--- src/rtl/game_pkg.sv ---
// Shared definitions for the snake game score path.
package game_pkg;

    // Score bus width feeding the digit selector
    localparam int unsigned SCORE_W       = 8;
    // Default saturation value; the display path shows 0..69
    localparam int unsigned DEF_MAX_SCORE = 69;

    // Game FSM states; the unused 2'd3 pattern decodes to IDLE
    typedef enum logic [1:0] {
        ST_IDLE = 2'd0,
        ST_PLAY = 2'd1,
        ST_OVER = 2'd2
    } game_state_t;

endpackage

--- src/rtl/edge_lockout.sv ---
// Rising-edge detect on the eat level with a post-acceptance lockout window.
module edge_lockout #(
    parameter int unsigned LOCKOUT = 4
) (
    input  logic clk,
    input  logic rst,
    input  logic i_eat,
    input  logic i_en,
    input  logic i_clr,
    output logic o_eat_ok
);

    localparam int unsigned CNT_W = (LOCKOUT == 0) ? 1 : $clog2(LOCKOUT + 1);
    localparam logic [CNT_W-1:0] LOAD_V = CNT_W'(LOCKOUT);

    logic             r_eat_d;
    logic [CNT_W-1:0] r_cnt;
    logic             w_rise;

    assign w_rise   = i_eat & ~r_eat_d;
    assign o_eat_ok = w_rise & i_en & (r_cnt == '0);

    // Track eat every cycle; load lockout on acceptance, else count down to 0
    always_ff @(posedge clk) begin
        if (rst) begin
            r_eat_d <= 1'b0;
            r_cnt   <= '0;
        end else begin
            r_eat_d <= i_eat;
            if (i_clr) begin
                r_cnt <= '0;
            end else if (o_eat_ok) begin
                r_cnt <= LOAD_V;
            end else if (r_cnt != '0) begin
                r_cnt <= r_cnt - CNT_W'(1);
            end
        end
    end

endmodule

--- src/rtl/score_keeper.sv ---
// Game score counter with saturation, session high score and game FSM.
module score_keeper #(
    parameter int unsigned MAX_SCORE = game_pkg::DEF_MAX_SCORE,
    parameter int unsigned LOCKOUT   = 4
) (
    input  logic                         clk,
    input  logic                         rst,
    input  logic                         start,
    input  logic                         eat,
    input  logic                         game_over,
    output logic [game_pkg::SCORE_W-1:0] outscore,
    output logic [game_pkg::SCORE_W-1:0] high_score,
    output logic                         new_high,
    output logic                         saturated,
    output logic                         playing
);

    import game_pkg::*;

    localparam logic [SCORE_W-1:0] MAX_V = SCORE_W'(MAX_SCORE);

    game_state_t        r_state;
    game_state_t        w_state_nx;
    logic [SCORE_W-1:0] r_score;
    logic [SCORE_W-1:0] w_score_nx;
    logic [SCORE_W-1:0] r_high;
    logic [SCORE_W-1:0] w_high_nx;
    logic [SCORE_W-1:0] w_score_inc;
    logic               r_new_high;
    logic               w_new_high_nx;
    logic               w_in_play;
    logic               w_eat_ok;
    logic               w_lock_clr;

    assign w_in_play   = (r_state == ST_PLAY);
    assign w_score_inc = (r_score == MAX_V) ? r_score : r_score + SCORE_W'(1);

    edge_lockout #(
        .LOCKOUT(LOCKOUT)
    ) u_edge_lockout (
        .clk     (clk),
        .rst     (rst),
        .i_eat   (eat),
        .i_en    (w_in_play),
        .i_clr   (w_lock_clr),
        .o_eat_ok(w_eat_ok)
    );

    // FSM state register
    always_ff @(posedge clk) begin
        if (rst) begin
            r_state <= ST_IDLE;
        end else begin
            r_state <= w_state_nx;
        end
    end

    // Score, high score and new-high flag registers
    always_ff @(posedge clk) begin
        if (rst) begin
            r_score    <= '0;
            r_high     <= '0;
            r_new_high <= 1'b0;
        end else begin
            r_score    <= w_score_nx;
            r_high     <= w_high_nx;
            r_new_high <= w_new_high_nx;
        end
    end

    // Next state and datapath; in PLAY start beats game_over, and an eat that
    // coincides with game_over is counted before the high-score compare
    always_comb begin
        w_state_nx    = r_state;
        w_score_nx    = r_score;
        w_high_nx     = r_high;
        w_new_high_nx = r_new_high;
        w_lock_clr    = 1'b0;
        case (r_state)
            ST_PLAY: begin
                if (start) begin
                    w_score_nx    = '0;
                    w_new_high_nx = 1'b0;
                    w_lock_clr    = 1'b1;
                end else begin
                    if (w_eat_ok) begin
                        w_score_nx = w_score_inc;
                    end
                    if (game_over) begin
                        w_state_nx = ST_OVER;
                        if (w_score_nx > r_high) begin
                            w_high_nx     = w_score_nx;
                            w_new_high_nx = 1'b1;
                        end
                    end
                end
            end
            ST_OVER: begin
                if (start) begin
                    w_state_nx    = ST_PLAY;
                    w_score_nx    = '0;
                    w_new_high_nx = 1'b0;
                    w_lock_clr    = 1'b1;
                end
            end
            default: begin
                w_state_nx = ST_IDLE;
                if (start) begin
                    w_state_nx    = ST_PLAY;
                    w_score_nx    = '0;
                    w_new_high_nx = 1'b0;
                    w_lock_clr    = 1'b1;
                end
            end
        endcase
    end

    assign outscore   = r_score;
    assign high_score = r_high;
    assign new_high   = r_new_high;
    assign saturated  = (r_score == MAX_V);
    assign playing    = w_in_play;

endmodule

--- config.mk ---
export PLATFORM = sky130hd
export DESIGN_NAME = score_keeper
export DESIGN_NICKNAME = d
export VERILOG_FILES = /design/src/rtl/game_pkg.sv /design/src/rtl/edge_lockout.sv /design/src/rtl/score_keeper.sv
export SDC_FILE = /design/constraint.sdc
export NUM_CORES = 1
export LEC_CHECK = 0
export CORE_UTILIZATION = 40
export DETAILED_ROUTE_END_ITERATION = 12
export GPL_ROUTABILITY_DRIVEN = 0
export PLACE_DENSITY = 0.68
export SYNTH_ARGS = -nofsm -noshare
export SYNTH_HDL_FRONTEND = slang
export SYNTH_HIERARCHICAL = 1
export SYNTH_SLANG_ARGS = --single-unit
--- constraint.sdc ---
create_clock -name clk -period 4 [get_ports clk]
set_input_delay 0.8 -clock clk [delete_from_list [all_inputs] [get_ports clk]]
set_output_delay 0.8 -clock clk [all_outputs]
set_load 0.005 [all_outputs]
==> flow_summary.ini <==
[run_status]
status = finished, final reports clean

[job]
drv_cap = 0

[pwr]
seq_power_share_pct = 60.3
swShare_pct = 25.9
p_switching_uw = 101
power.density_nw_per_um2 = 226
p_comb_share_pct = 10.5
ir_drop_v = 0.000128
power_leakage_uw = 0.000636
p_clk_share_pct = 29.3
p_int_uw = 288

[worst_setup_path]
startpoint_type = input pin
crit_fanout = 9
critPathLaunch = eat
arrival_ps = 3690
reg2reg_depth = 13
endpoint = high_score[3]
reg2reg_to = high_score[3]
cp-end-kind = register
criticalPathCategory = in -> reg
crit_required_ps = 4230
reg2reg_slack_ps = 800
worstReg2RegStart = u_edge_lockout/r_cnt[0]

[global_route]
grt_overflow = 0
antenna_found_initial = 0
grt_max_degree = 16
grt_pass1_wl_mm = 5.01
track_usage_pct = 16.3
grt_pass1_vias = 1138

[floorplan]
io_pins = 24
fp.dieH_um = 62.2
start_util_pct = 42.4
die_w_um = 62.2
fp-row-count = 21
die_area_sq_um = 3870
core_sq_um = 3420

[drt]
via_per_inst = 5.30
firstDrtPassIters = 4
wl_met3_um = 94
vias = 1214
met2_wirelength_mm = 1.41
drt_iter0_markers = 34
wirelength_mm = 2.94
ant_nets = 0
wl_per_cell_um = 12.9
dr.max_layer_used = met4
drc = 0
wl_met1_mm = 1.39

[synth]
netlist_top_cells_count = 23 x dfxtp_1, 16 x nor2_1, 14 x ha_1, 14 x inv_1, 13 x a21oi_1
ys_seq_area_share_pct = 31.8
synth.most_common_cell = dfxtp_1
syn_avg_cell_area_sq_um = 8.94
yosysTopAreaCell = dfxtp_1
synth_area_sq_um = 1450
syn-num-nets = 181
netlist_instances = 162
synth_edf_count = 0
ys_warn_count = 6
ys_types = 42
synth_area_leaders = dfxtp_1 32%, ha_1 12%, a21oi_1 4.5%, xor2_1 4.2%, nor2_1 4.1%
synth_top_area_share_pct = 31.8
synth_top_flop_cell = dfxtp_1
async_reset_ff_share_pct = 0
ys_ff_latch = 23

[sta]
period_needed_ps = 3460
grt_setup_unrepaired = false
maxSlewHeadroom_pct = 65.4
worst_pin_slew_ps = 518
hold_violations = 0
setup_viol = 0
whs_ps = 477
skew_ps = 5.54
max_freq_mhz = 289
final.period_utilization_pct = 86.5
finalSetupTns_ps = 0
drv_slew = 0

[clock_tree]
htree_levels = 1
cts.repair.resized = 0
clk_latency_ps = 320
cts.sinks = 23
post_cts_buffers = 0
clk_path_buf_depth = 2
ctsHoldBuffers = 0
clk_pin_slew_ps = 140
cts_tree = yes
numCtsBuffers = 3
cts-root-buf = clkbuf_4

[layout]
fillers = 330
num_antenna_cells = 0
drive_gt1_share_pct = 9.84
syn2layout_area_growth_pct = 18.8
finalNetCount = 203

[hold_path]
hp-class = reg -> reg

[placed_design]
dp_hpwl_mm = 2.27
io_buffers = 23
==> critical path: stages <==
cell and delay, ps:
clkdlybuf4s50_1 470, nand2_1 80, nor3_4 360, nand3_1 180, nor3_2 220, xor2_1 220, ha_1 300, a21oi_1 170
o21a_1 230, and2_1 290, nor3_1 80, a211oi_1 270
==> metrics by stage <==
step | instance area [sq um] | power [uW] | instances | setup slack, ps | util, %
after floorplan | 1450 | 267 | 162 | 1040 | -
after global placement | 1690 | 279 | 225 | 287 | 49.6
after detailed placement | 1690 | 280 | 225 | 193 | 49.6
after CTS | 1720 | 393 | 229 | 542 | 50.4
after global routing | 1720 | 408 | 229 | 289 | 50.4
final | 1720 | 389 | 229 | 538 | 50.4
==> power by group through the flow <==
| stage | clock network, uW | registers [uW] | logic (uW) |
|---|---|---|---|
| 2_1_floorplan | 0 | 239 | 27.6 |
| 3_3_place_gp | 0 | 239 | 39.2 |
| 3_5_place_dp | 0 | 240 | 40.8 |
| 4_1_cts | 117 | 235 | 41.0 |
| 5_1_grt | 127 | 235 | 45.8 |
| 6_report | 114 | 235 | 40.8 |
==> layout by cell type, fill, tap and decap left out, types with 2 or more instances in the layout <==
cell and instances:
o21a_1 2, clkbuf_4 3, nand4b_1 2, nor2_1 16, nand4_1 4, nand2_1 9, nand3_1 5, dfxtp_1 23
a311oi_1 2, inv_1 14, a211oi_1 5, xor2_1 7, nor2b_1 2, nor3_1 8, o21ai_0 2, nor4_1 2
ha_1 14, clkdlybuf4s50_1 23, xnor2_1 3, a21oi_1 13, mux2i_1 3
==> state kept, by name, summed over array words and instances (netlist names) <==
register / cells
high_score: 8
new_high: 1
r_state: 2
u_edge_lockout/r_cnt: 3
outscore: 8
u_edge_lockout/r_eat_d: 1
==> worst min path at each step <==
stage                                to  slack, ps     startpoint  cells past startpoint
after floorplan                new_high        450       new_high                      2
after global placement    high_score[2]        480  high_score[2]                      2
after detailed placement       new_high        450       new_high                      2
after CTS                      new_high        480       new_high                      2
after global routing           new_high        520       new_high                      2
final                          new_high        480       new_high                      2
==> layer usage <==
layer,vias to the layer above,GRT usage (%)
met4,0,8.72
met5,-,0
met1,570,20.1
li1,612,-
met2,28,27.3
met3,4,2.39
==> cell type report <==
cell class                 count  area (sq um)  share of cell area, %
clock buffer                   3          22.5                   1.31
clock inverter                 1          5.00                  0.291
inverter                      14          52.6                   3.05
multi-input combinational    118           886                   51.5
sequential                    23           460                   26.7
tap                           46          57.6                   3.34
timing repair buffer          24           238                   13.8
==> cells by family (layout without fill, tap and decap cells) <==
group,Yosys count,after routing,share of synthesized area (%)
AOI/OAI and AO/OA,31,31,16.1
buffers and inverters,21,42,7.08
DFF,23,23,31.8
and+or+nand+nor,58,58,22.9
muxes,4,4,2.85
adders and majority gates,14,14,12.1
xor gates and xnor gates,11,11,7.17
No activity file was read; power rests on OpenSTA's default activity.
